File: src/rtl/alu_sequencer.sv
// Sequences one operation at a time through an external combinational ALU:
// accept in IDLE, sample the ALU in EXEC, hold the response in DONE until taken.
module alu_sequencer #(
  parameter int WIDTH = 32
) (
  input  logic             clk,
  input  logic             reset,
  input  logic             req_valid,
  output logic             req_ready,
  input  logic [3:0]       req_op,
  input  logic [WIDTH-1:0] req_a,
  input  logic [WIDTH-1:0] req_b,
  output logic [WIDTH-1:0] alu_src_A,
  output logic [WIDTH-1:0] alu_src_B,
  output logic [3:0]       alu_control,
  input  logic [WIDTH-1:0] alu_result,
  input  logic             alu_zero,
  output logic             rsp_valid,
  input  logic             rsp_ready,
  output logic [WIDTH-1:0] rsp_result,
  output logic             rsp_zero,
  output logic             rsp_err,
  output logic [15:0]      op_count
);

  typedef enum logic [1:0] {
    S_IDLE = 2'd0,
    S_EXEC = 2'd1,
    S_DONE = 2'd2
  } state_t;

  state_t           r_state;
  state_t           w_next;
  logic [3:0]       r_op;
  logic             r_illegal;
  logic [WIDTH-1:0] r_a;
  logic [WIDTH-1:0] r_b;
  logic [WIDTH-1:0] r_result;
  logic             r_zero;
  logic             r_err;
  logic [15:0]      r_op_count;
  logic             r_req_ready;
  logic             r_rsp_valid;
  logic             w_legal;
  logic             w_div_zero;

  function automatic logic op_is_legal(input logic [3:0] op);
    case (op)
      4'b0000, 4'b0001, 4'b0010, 4'b0011,
      4'b0100, 4'b0101, 4'b1000, 4'b1001,
      4'b1010, 4'b1011, 4'b1110, 4'b1111: return 1'b1;
      default:                            return 1'b0;
    endcase
  endfunction

  assign w_legal    = op_is_legal(req_op);
  assign w_div_zero = (r_op == 4'b0011) && (r_b == {WIDTH{1'b0}});

  // Next-state decode for the three-state handshake sequencer
  always_comb begin
    w_next = r_state;
    case (r_state)
      S_IDLE: begin
        if (req_valid) w_next = S_EXEC;
        else           w_next = S_IDLE;
      end
      S_EXEC: w_next = S_DONE;
      S_DONE: begin
        if (rsp_ready) w_next = S_IDLE;
        else           w_next = S_DONE;
      end
      default: w_next = S_IDLE;
    endcase
  end

  // State, operand capture, response capture and completion counter
  always_ff @(posedge clk) begin
    if (reset) begin
      r_state     <= S_IDLE;
      r_op        <= 4'd0;
      r_illegal   <= 1'b0;
      r_a         <= {WIDTH{1'b0}};
      r_b         <= {WIDTH{1'b0}};
      r_result    <= {WIDTH{1'b0}};
      r_zero      <= 1'b0;
      r_err       <= 1'b0;
      r_op_count  <= 16'd0;
      r_req_ready <= 1'b1;
      r_rsp_valid <= 1'b0;
    end else begin
      r_state     <= w_next;
      r_req_ready <= (w_next == S_IDLE);
      r_rsp_valid <= (w_next == S_DONE);
      case (r_state)
        S_IDLE: begin
          if (req_valid) begin
            // Illegal codes are squashed to 0000 so the ALU never sees them
            r_op      <= w_legal ? req_op : 4'd0;
            r_illegal <= ~w_legal;
            r_a       <= req_a;
            r_b       <= req_b;
          end
        end
        S_EXEC: begin
          if (r_illegal) begin
            r_result <= {WIDTH{1'b0}};
            r_zero   <= 1'b1;
            r_err    <= 1'b1;
          end else if (w_div_zero) begin
            r_result <= {WIDTH{1'b1}};
            r_zero   <= 1'b0;
            r_err    <= 1'b1;
          end else begin
            r_result <= alu_result;
            r_zero   <= alu_zero;
            r_err    <= 1'b0;
          end
        end
        S_DONE: begin
          if (rsp_ready) r_op_count <= r_op_count + 16'd1;
        end
        default: begin
          r_op_count <= r_op_count;
        end
      endcase
    end
  end

  assign req_ready   = r_req_ready;
  assign rsp_valid   = r_rsp_valid;
  assign alu_src_A   = r_a;
  assign alu_src_B   = r_b;
  assign alu_control = r_op;
  assign rsp_result  = r_result;
  assign rsp_zero    = r_zero;
  assign rsp_err     = r_err;
  assign op_count    = r_op_count;

endmodule

File: config.mk
export PLATFORM = sky130hd
export DESIGN_NAME = alu_sequencer
export DESIGN_NICKNAME = d
export VERILOG_FILES = /design/src/rtl/alu_sequencer.sv
export SDC_FILE = /design/constraint.sdc
export NUM_CORES = 1
export LEC_CHECK = 0
export CAP_MARGIN = 20
export CORE_MARGIN = 4
export CORE_UTILIZATION = 40
export DETAILED_ROUTE_END_ITERATION = 7
export GPL_ROUTABILITY_DRIVEN = 0
export PLACE_DENSITY_LB_ADDON = 0.12
export RECOVER_POWER = 100
export SLEW_MARGIN = 10
export SYNTH_ARGS = -nofsm -noshare
export SYNTH_HDL_FRONTEND = slang
export SYNTH_SLANG_ARGS = --single-unit
File: constraint.sdc
create_clock -name clk -period 2.15 [get_ports clk]
set_input_delay 0.3225 -clock clk [delete_from_list [all_inputs] [get_ports clk]]
set_output_delay 0.3225 -clock clk [all_outputs]
set_load 0.02 [all_outputs]
== Yosys cells after proc, flatten, opt, wreduce, memory -nomap -nowiden ==
Memory sizes are Yosys's and may differ from the RTL's.
Cells that the tools add are included.

* Add/sub/neg operators: 1
* $mul: 0
* Div/mod/pow operators: 0
* $lt $le $gt $ge: 0
* Eq/ne operators: 4
* Shift operators: 0
* Muxes and demuxes: 10
* Bitwise operators: 1
* Reduce and logical (&&, ||, !) cells: 6

{| class="wikitable"
|+ Operators by type and width
! operator !! number
|-
| 32-bit two-way mux || 2
|-
| 32-bit logical NOT || 1
|-
| 16-bit by 1-bit adder with 16-bit output (second input constant) || 1
|-
| 2-bit one-hot mux with 3 select lines || 1
|-
| 1-bit two-way mux || 5
|-
| 2-bit == test (second input constant) || 2
|-
| 4-bit by 2-bit == test with 1-bit output (second input constant) || 1
|-
| 2-bit logical NOT || 2
|-
| 4-bit two-way mux || 1
|-
| 2-bit AND reduction || 2
|-
| 2-bit by 1-bit == test with 1-bit output (second input constant) || 1
|-
| 2-bit two-way mux || 1
|-
| 1-bit logical AND || 1
|-
| 1-bit NOT || 1
|}

* Register bits after elaboration: 123
* Bits in latches: 0
* Bits in writable memories: 0
* ROM bits: 16
* Input bits: 105
* Logic and storage cells: 34
* Memories: 1

{| class="wikitable"
|+ Memory list
! memory !! depth !! bits a word !! read ports !! clocked after memory_dff !! wr ports !! RTL line !! RTL
|-
| (name not given) || 16 || 1 || 1 || 0 || 0 || 48 || <nowiki>case (op)</nowiki>
|}

== Logic depth before layout (Yosys ltp) ==
* Word-level depth: 4
* Gate-level depth with buffers: 7

== Least setup slack after synthesis ==
Ideal clock, no wire load.

* Path kind: register to register
* From: reg r_op_count[0] (netlist: op_count[0])
* To: reg r_op_count[12] (netlist: op_count[12])
* Arrival: 1.661 ns
* Required time: 2.091 ns
* Setup slack: 0.430 ns
* Cell stages (with the launch flop): 7
* Path buffers: 1
* Cell sequence: dfxtp_1 ha_1 and4b_1 clkbuf_1 nand4_1 or4_1 nand2_1

* Word-level cells in the longest chain between the ends: 1

{| class="wikitable"
|+ Ends and longest elaborated chain
! what !! RTL line !! RTL
|-
| start, declared || 41 || <nowiki>logic [15:0] r_op_count;</nowiki>
|-
| start signal, assigned || 120 || <nowiki>if (rsp_ready) r_op_count <= r_op_count + 16'd1;</nowiki>
|-
| start signal, assigned || 123 || <nowiki>r_op_count <= r_op_count;</nowiki>
|-
| 16-bit by 1-bit adder with 16-bit output || 120 ||
|}

Every way passes these cells.
A chain may end at the register's enable or synchronous reset.

== Worst setup path after layout ==
* From: reg r_op_count[2] (netlist: op_count[2])
* To: out op_count[2]

{| class="wikitable"
|+ RTL lines
! what !! RTL line !! RTL
|-
| end, declared || 23 || <nowiki>output logic [15:0] op_count</nowiki>
|}

No word-level cell between the ends.

==> impl_metrics.ini <==
[status]
status = complete, no violations

[detailed_routing]
drc = 0
met2WireLength_mm = 6.48
met3_length_mm = 1.27
first_pass_iters = 4
postRouteAntennaNets = 0
avgViaCountPerCell = 5.05
drtIter0Drc = 298
top_layer_used = met4
wl_met1_mm = 5.42
vias = 4387
wl_per_cell_um = 15.6
routed_wl_mm = 13.6

[setup_path]
rr_startpoint = alu_control[0]$_SDFFE_PP0N_
r2r_cells = 5
rr_endpoint = rsp_result[27]$_SDFFE_PP0N_
path_delay_family = buffers and inverters
critical_path_required_ns = 1.83
rrSetupSlack_ns = 0.29
cp_data_arrival_time_ns = 1.66
critPathLaunch = op_count[2]$_SDFFE_PP0P_
cpMaxStageDelayCell = dlygate4sd3_1
path_depth = 2
critical_path.max_fanout = 6
start_kind = flop
path_class = flop to primary output
endpoint_kind = primary output
cp-endpoint = op_count[2]
cpPeakStageDelay_ns = 0.67
worstPathCellList = buf_4 -> dlygate4sd3_1
path_buf_inv = 2

[synth]
yosysTopAreaCellShare_pct = 55.1
ys_ff_latch = 123
yosysSeqAreaShare_pct = 55.1
synth.avg_cell_area_um2 = 9.01
syn-num-nets = 602
post_synth_main_area_contributors = dfxtp_1, nand2_1, a21oi_1
synth.largest_area_cell = dfxtp_1
synth_cell_types = 38
synth_warnings = 0
netlist_area_um2 = 4470
synth_cells = 496

[job]
cap_viol_max_count = 0

[cts]
htreeDepth = 4
cts.sinks = 123
cts_tree = done
root_buffer = clkbuf_8
cts_buffers = 17
cts_buffer_depth = 2
cts_setup_buffers = 0
clkLatencyLatePin_ns = 0.52
hold_buffers = 0
clk_pin_slew_ns = 0.05
post_cts_resized = 0

[floorplan]
start_util_pct = 41.1
core_area_um2 = 10900
die_w_um = 114
std_cell_rows = 38
die_h_um = 114
die_area_um2 = 12900
io_pins = 225

[global_routing]
antenna_found_initial = 0
grt_pass1_vias = 4297
track_usage_pct = 20.8
grt_max_degree = 95
grt_pass1_wl_mm = 21.3
overflow = 0

[timing]
finalSetupViolCount = 0
tns_ns = 0
finClkSkew_ns = 0.00676
final.period_utilization_pct = 92.4
hold_slack_ns = 0.320
hold_viol = 0
drv_slew = 0
relSlewSlack_pct = 38.8
tightest_slew_ns = 0.918
rsz0062_at_grt = false
max_freq_mhz = 504
layout_setup_ws_ns = 0.164
period_needed_ns = 1.99

[hold_path]
hp-class = primary input to flop

[power]
power_mw = 6.00
ir_drop_mv = 0.661
p_leak_nw = 3.13
power.density_nw_per_um2 = 811

[final_layout]
syn_to_final_growth_pct = 65.6
drive_gt1_share_pct = 10.4
nNetsFinal = 822
diodes = 0
final_cells = 869

[place]
dpl.cell_count = 837
pre_cts_slack_ns = 0.152
dpl.hpwl_mm = 9.82
portBuffers = 224
placed cells by master (no fill, tap or decap), types with 5 or more instances in the layout:
cell type        synthesis  layout
dlygate4sd3_1            0     120
xor2_1                   7       7
nand2_1                140     139
clkbuf_16                0      16
a221o_2                 29      29
clkinv_2                 0       7
nand3_1                 12      12
a21oi_1                 75      75
nor2_1                  19      18
clkdlybuf4s50_1          0     103
dfxtp_1                123     123
or4_1                    5       5
nor4_1                   8       8
clkbuf_1                29       6
per-layer routing:
layer  track usage (%)  up-vias
met5                 0        -
met4              11.2        0
met3              9.02       30
met2              34.1      164
met1              22.6     2019
li1                  -     2174
metrics by stage:
step	util, %	instance area (um2)
floorplan	-	4470
global placement	63.1	6870
detailed placement	63.1	6870
CTS	68.1	7420
global route	68.0	7400
finish	68.0	7400
flip-flops by register name (all words and copies together), names as in the netlist:
register and flops:
req_ready 1, rsp_err 1, r_illegal 1, alu_control 4
r_state 2, rsp_result 32, alu_src_A 32, rsp_zero 1
alu_src_B 32, op_count 16, rsp_valid 1
area by class of cell:
type | instances | area [um2]
Multi-Input combinational cell | 336 | 1850
Clock inverter | 9 | 95.1
Timing Repair Buffer | 236 | 2350
Clock buffer | 23 | 457
Sequential cell | 123 | 2460
Inverter | 2 | 7.51
Tap cell | 140 | 175
Fill cell | 875 | 3490
cell families (layout without fill, tap and decap cells):
group / after synthesis / after routing / share of synthesized area, %
AOI/OAI and AO/OA: 116 / 116 / 17.7
xor gates and xnor gates: 10 / 10 / 1.96
adders and majority gates: 1 / 1 / 0.280
buffers and inverters: 37 / 270 / 3.67
DFF: 123 / 123 / 55.1
muxes: 1 / 1 / 0.224
and+or+nand+nor: 208 / 208 / 21.0
synth_stat cells:
cell type	number
dfxtp_1	123
nor3_1	2
xnor2_1	3
and4b_1	1
o31ai_1	4
o21ai_0	3
nor4_1	8
nand3b_1	1
mux2i_1	1
buf_1	1
or3b_2	1
a21oi_1	75
o31a_1	1
buf_6	3
nor2b_1	2
nand3_1	12
nor2_1	19
nand4_1	4
a211oi_1	1
nor4bb_1	1
a221o_2	29
a221o_1	3
and4_1	2
nand2b_4	1
xor2_1	7
or3_4	1
or3_1	1
or2_2	1
nor4_4	1
and3_1	2
inv_1	2
and2_1	2
or4_1	5
and4b_2	1
buf_2	2
ha_1	1
clkbuf_1	29
nand2_1	140
report_power, final:
| part | switching, mW | internal (mW) | leakage (nW) | total, mW |
|---|---|---|---|---|
| logic | 0.443 | 0.439 | 1.84 | 0.881 |
| clock network | 0.949 | 1.69 | 0.279 | 2.64 |
| registers | 0.0717 | 2.41 | 1.01 | 2.48 |
worst min-delay path: stages:
cell and delay [ns]:
buf_2 0.13, buf_12 0.20, nor2_1 0.13
worst min-delay path by stage:
stage          slack [ns]  depth (start not counted)                       start                    endpoint
6_report             0.32                          3                       reset    op_count[1]$_SDFFE_PP0P_
5_1_grt              0.33                          3                    req_b[4]   alu_src_B[4]$_SDFFE_PP0N_
4_1_cts              0.31                          3                       reset    op_count[0]$_SDFFE_PP0P_
3_5_place_dp         0.45                          2  alu_src_A[21]$_SDFFE_PP0N_  alu_src_A[21]$_SDFFE_PP0N_
3_3_place_gp         0.44                          2  alu_src_A[12]$_SDFFE_PP0N_  alu_src_A[12]$_SDFFE_PP0N_
2_1_floorplan        0.46                          2                    req_a[0]   alu_src_A[0]$_SDFFE_PP0N_
No activity file was read; power rests on OpenSTA's default activity.
==> edit: new RTL, same flow settings <==
Register the output `rsp_err` once more, with the module's reset; this adds one clock of latency there. The other outputs are not delayed to match.
--- a/src/rtl/alu_sequencer.sv
+++ b/src/rtl/alu_sequencer.sv
@@ -133,7 +133,13 @@
   assign alu_control = r_op;
   assign rsp_result  = r_result;
   assign rsp_zero    = r_zero;
-  assign rsp_err     = r_err;
+  always_ff @(posedge clk) begin
+    if (reset) begin
+      rsp_err <= '0;
+    end else begin
+      rsp_err <= r_err;
+    end
+  end
   assign op_count    = r_op_count;
 
 endmodule
Formal check against the unedited RTL: not equivalent (a bounded check fails within 4 cycles, from zero or initial values and one cycle with reset high).
==> edit against the original RTL <==
Total power is 2.6% higher; worst setup slack better by 0.094 ns; routed wire length is 2.7% higher; cell area is 0.46% higher; largest cell class unchanged; critical path type is now reg -> reg; critical path depth is 4 higher; area after synthesis is 0.90% higher; sequential cell count is 1 higher; die area is 0.83% higher.
==> edit: results (changes against the original RTL) <==
[outcome]
status=complete, no violations  ; unchanged

[logic_synthesis]
seq_area_frac_synth=0.550  ; was 0.551
syn_nets=606  ; was 602
ys_types=36  ; was 38
synth_common_cells=141 x nand2_1, 124 x dfxtp_1, 74 x a21oi_1  ; was 140 x nand2_1, 123 x dfxtp_1, 75 x a21oi_1
synth_top_cell_area_share=0.550  ; was 0.551
syn_avg_cell_area_um2=9.02  ; was 9.01 um2

[placed_design]
placed_area_mm2=0.00688  ; was 0.00687 mm2
dpl.hpwl_um=9990  ; was 9820 um
placed_cells=838  ; was 837

[finish]
final_layout_size_suffix_gt1_frac=0.108  ; was 0.104
fin_nets=823  ; was 822

[clocking]
insertion_delay_ns=0.41  ; was 0.52 ns
clkTransAtPathRegs_ns=0.05  ; about the same
clock-root-buffer=clkbuf_16  ; was clkbuf_8

[detailed_routing]
routedWlPerCell_um=16.0  ; was 15.6 um
routed_via_density=5.10  ; was 5.05
drt_iter0_drc=295  ; was 298
dr.pass1.iters=4  ; unchanged

[power]
pwr-share-comb=0.142  ; was 0.147
vdd_drop_max_mv=0.594  ; was 0.661 mV
p_leak_nw=3.13  ; about the same
p_sw_frac=0.243  ; was 0.244

[global_route]
grt_use_total=0.209  ; was 0.208
grt_max_degree=51  ; was 95
grt_pass1_wl_um=21700  ; was 21,300 um
grt_pass1_vias=4289  ; was 4,297

[timing]
relSlewSlack=0.363  ; was 0.388

[hold_path]
hp-class=reg -> reg  ; was in -> reg

[critical_path]
cp_max_fo=32  ; was 6

[edit: final timing paths]
kind                  from            end  slack, ns  cells past startpoint
max reg2reg     r_state[1]  rsp_result[6]       0.26                      6
min reg2reg  alu_src_A[10]  alu_src_A[10]       0.45                      2
max             r_state[1]  rsp_result[6]       0.26                      6
min          alu_src_A[10]  alu_src_A[10]       0.45                      2
[edit: layer usage]
metal | global-route usage | wire length, um | part of all wire | vias to the layer above
met5 | 0 | 0 | 0 | -
met1 | 0.232 | 5480 | 0.39 | 2050
met2 | 0.349 | 6730 | 0.48 | 169
met3 | 0.0883 | 1380 | 0.099 | 29
li1 | - | - | - | 2185
met4 | 0.0934 | 368 | 0.026 | 0
[edit: kinds of logic after synthesis]
| logic type | after synthesis | share of synthesized area |
|---|---|---|
| fa+ha+maj | 1 | 0.00277 |
| simple gates | 207 | 0.206 |
| compound gates | 115 | 0.176 |
| buf+inv | 41 | 0.0408 |
| mux | 2 | 0.00472 |
| flops | 124 | 0.550 |
| xor+xnor | 10 | 0.0194 |
[edit: area by class of cell]
cell class | instances | area [um2]
Clock buffer | 19 | 433
Clock inverter | 13 | 150
Fill cell | 910 | 3500
Inverter | 4 | 15.0
Multi-Input combinational cell | 335 | 1840
Sequential cell | 124 | 2480
Tap cell | 140 | 175
Timing Repair Buffer | 235 | 2340
[edit: critical path: stages (launching register included)]
cell,delay (ns)
dfxtp_1,0.34
nand2b_1,0.25
clkbuf_1,0.17
or3_4,0.33
nor4_2,0.37
buf_12,0.23
a221o_2,0.14
[edit: metrics by stage]
stage / total power, W / setup WS, ns
detailed placement: 0.00347 / 0.218
global placement: 0.00345 / 0.170
floorplan: 0.00295 / 0.402
CTS: 0.00627 / 0.274
finish: 0.00615 / 0.258
global route: 0.00641 / 0.127
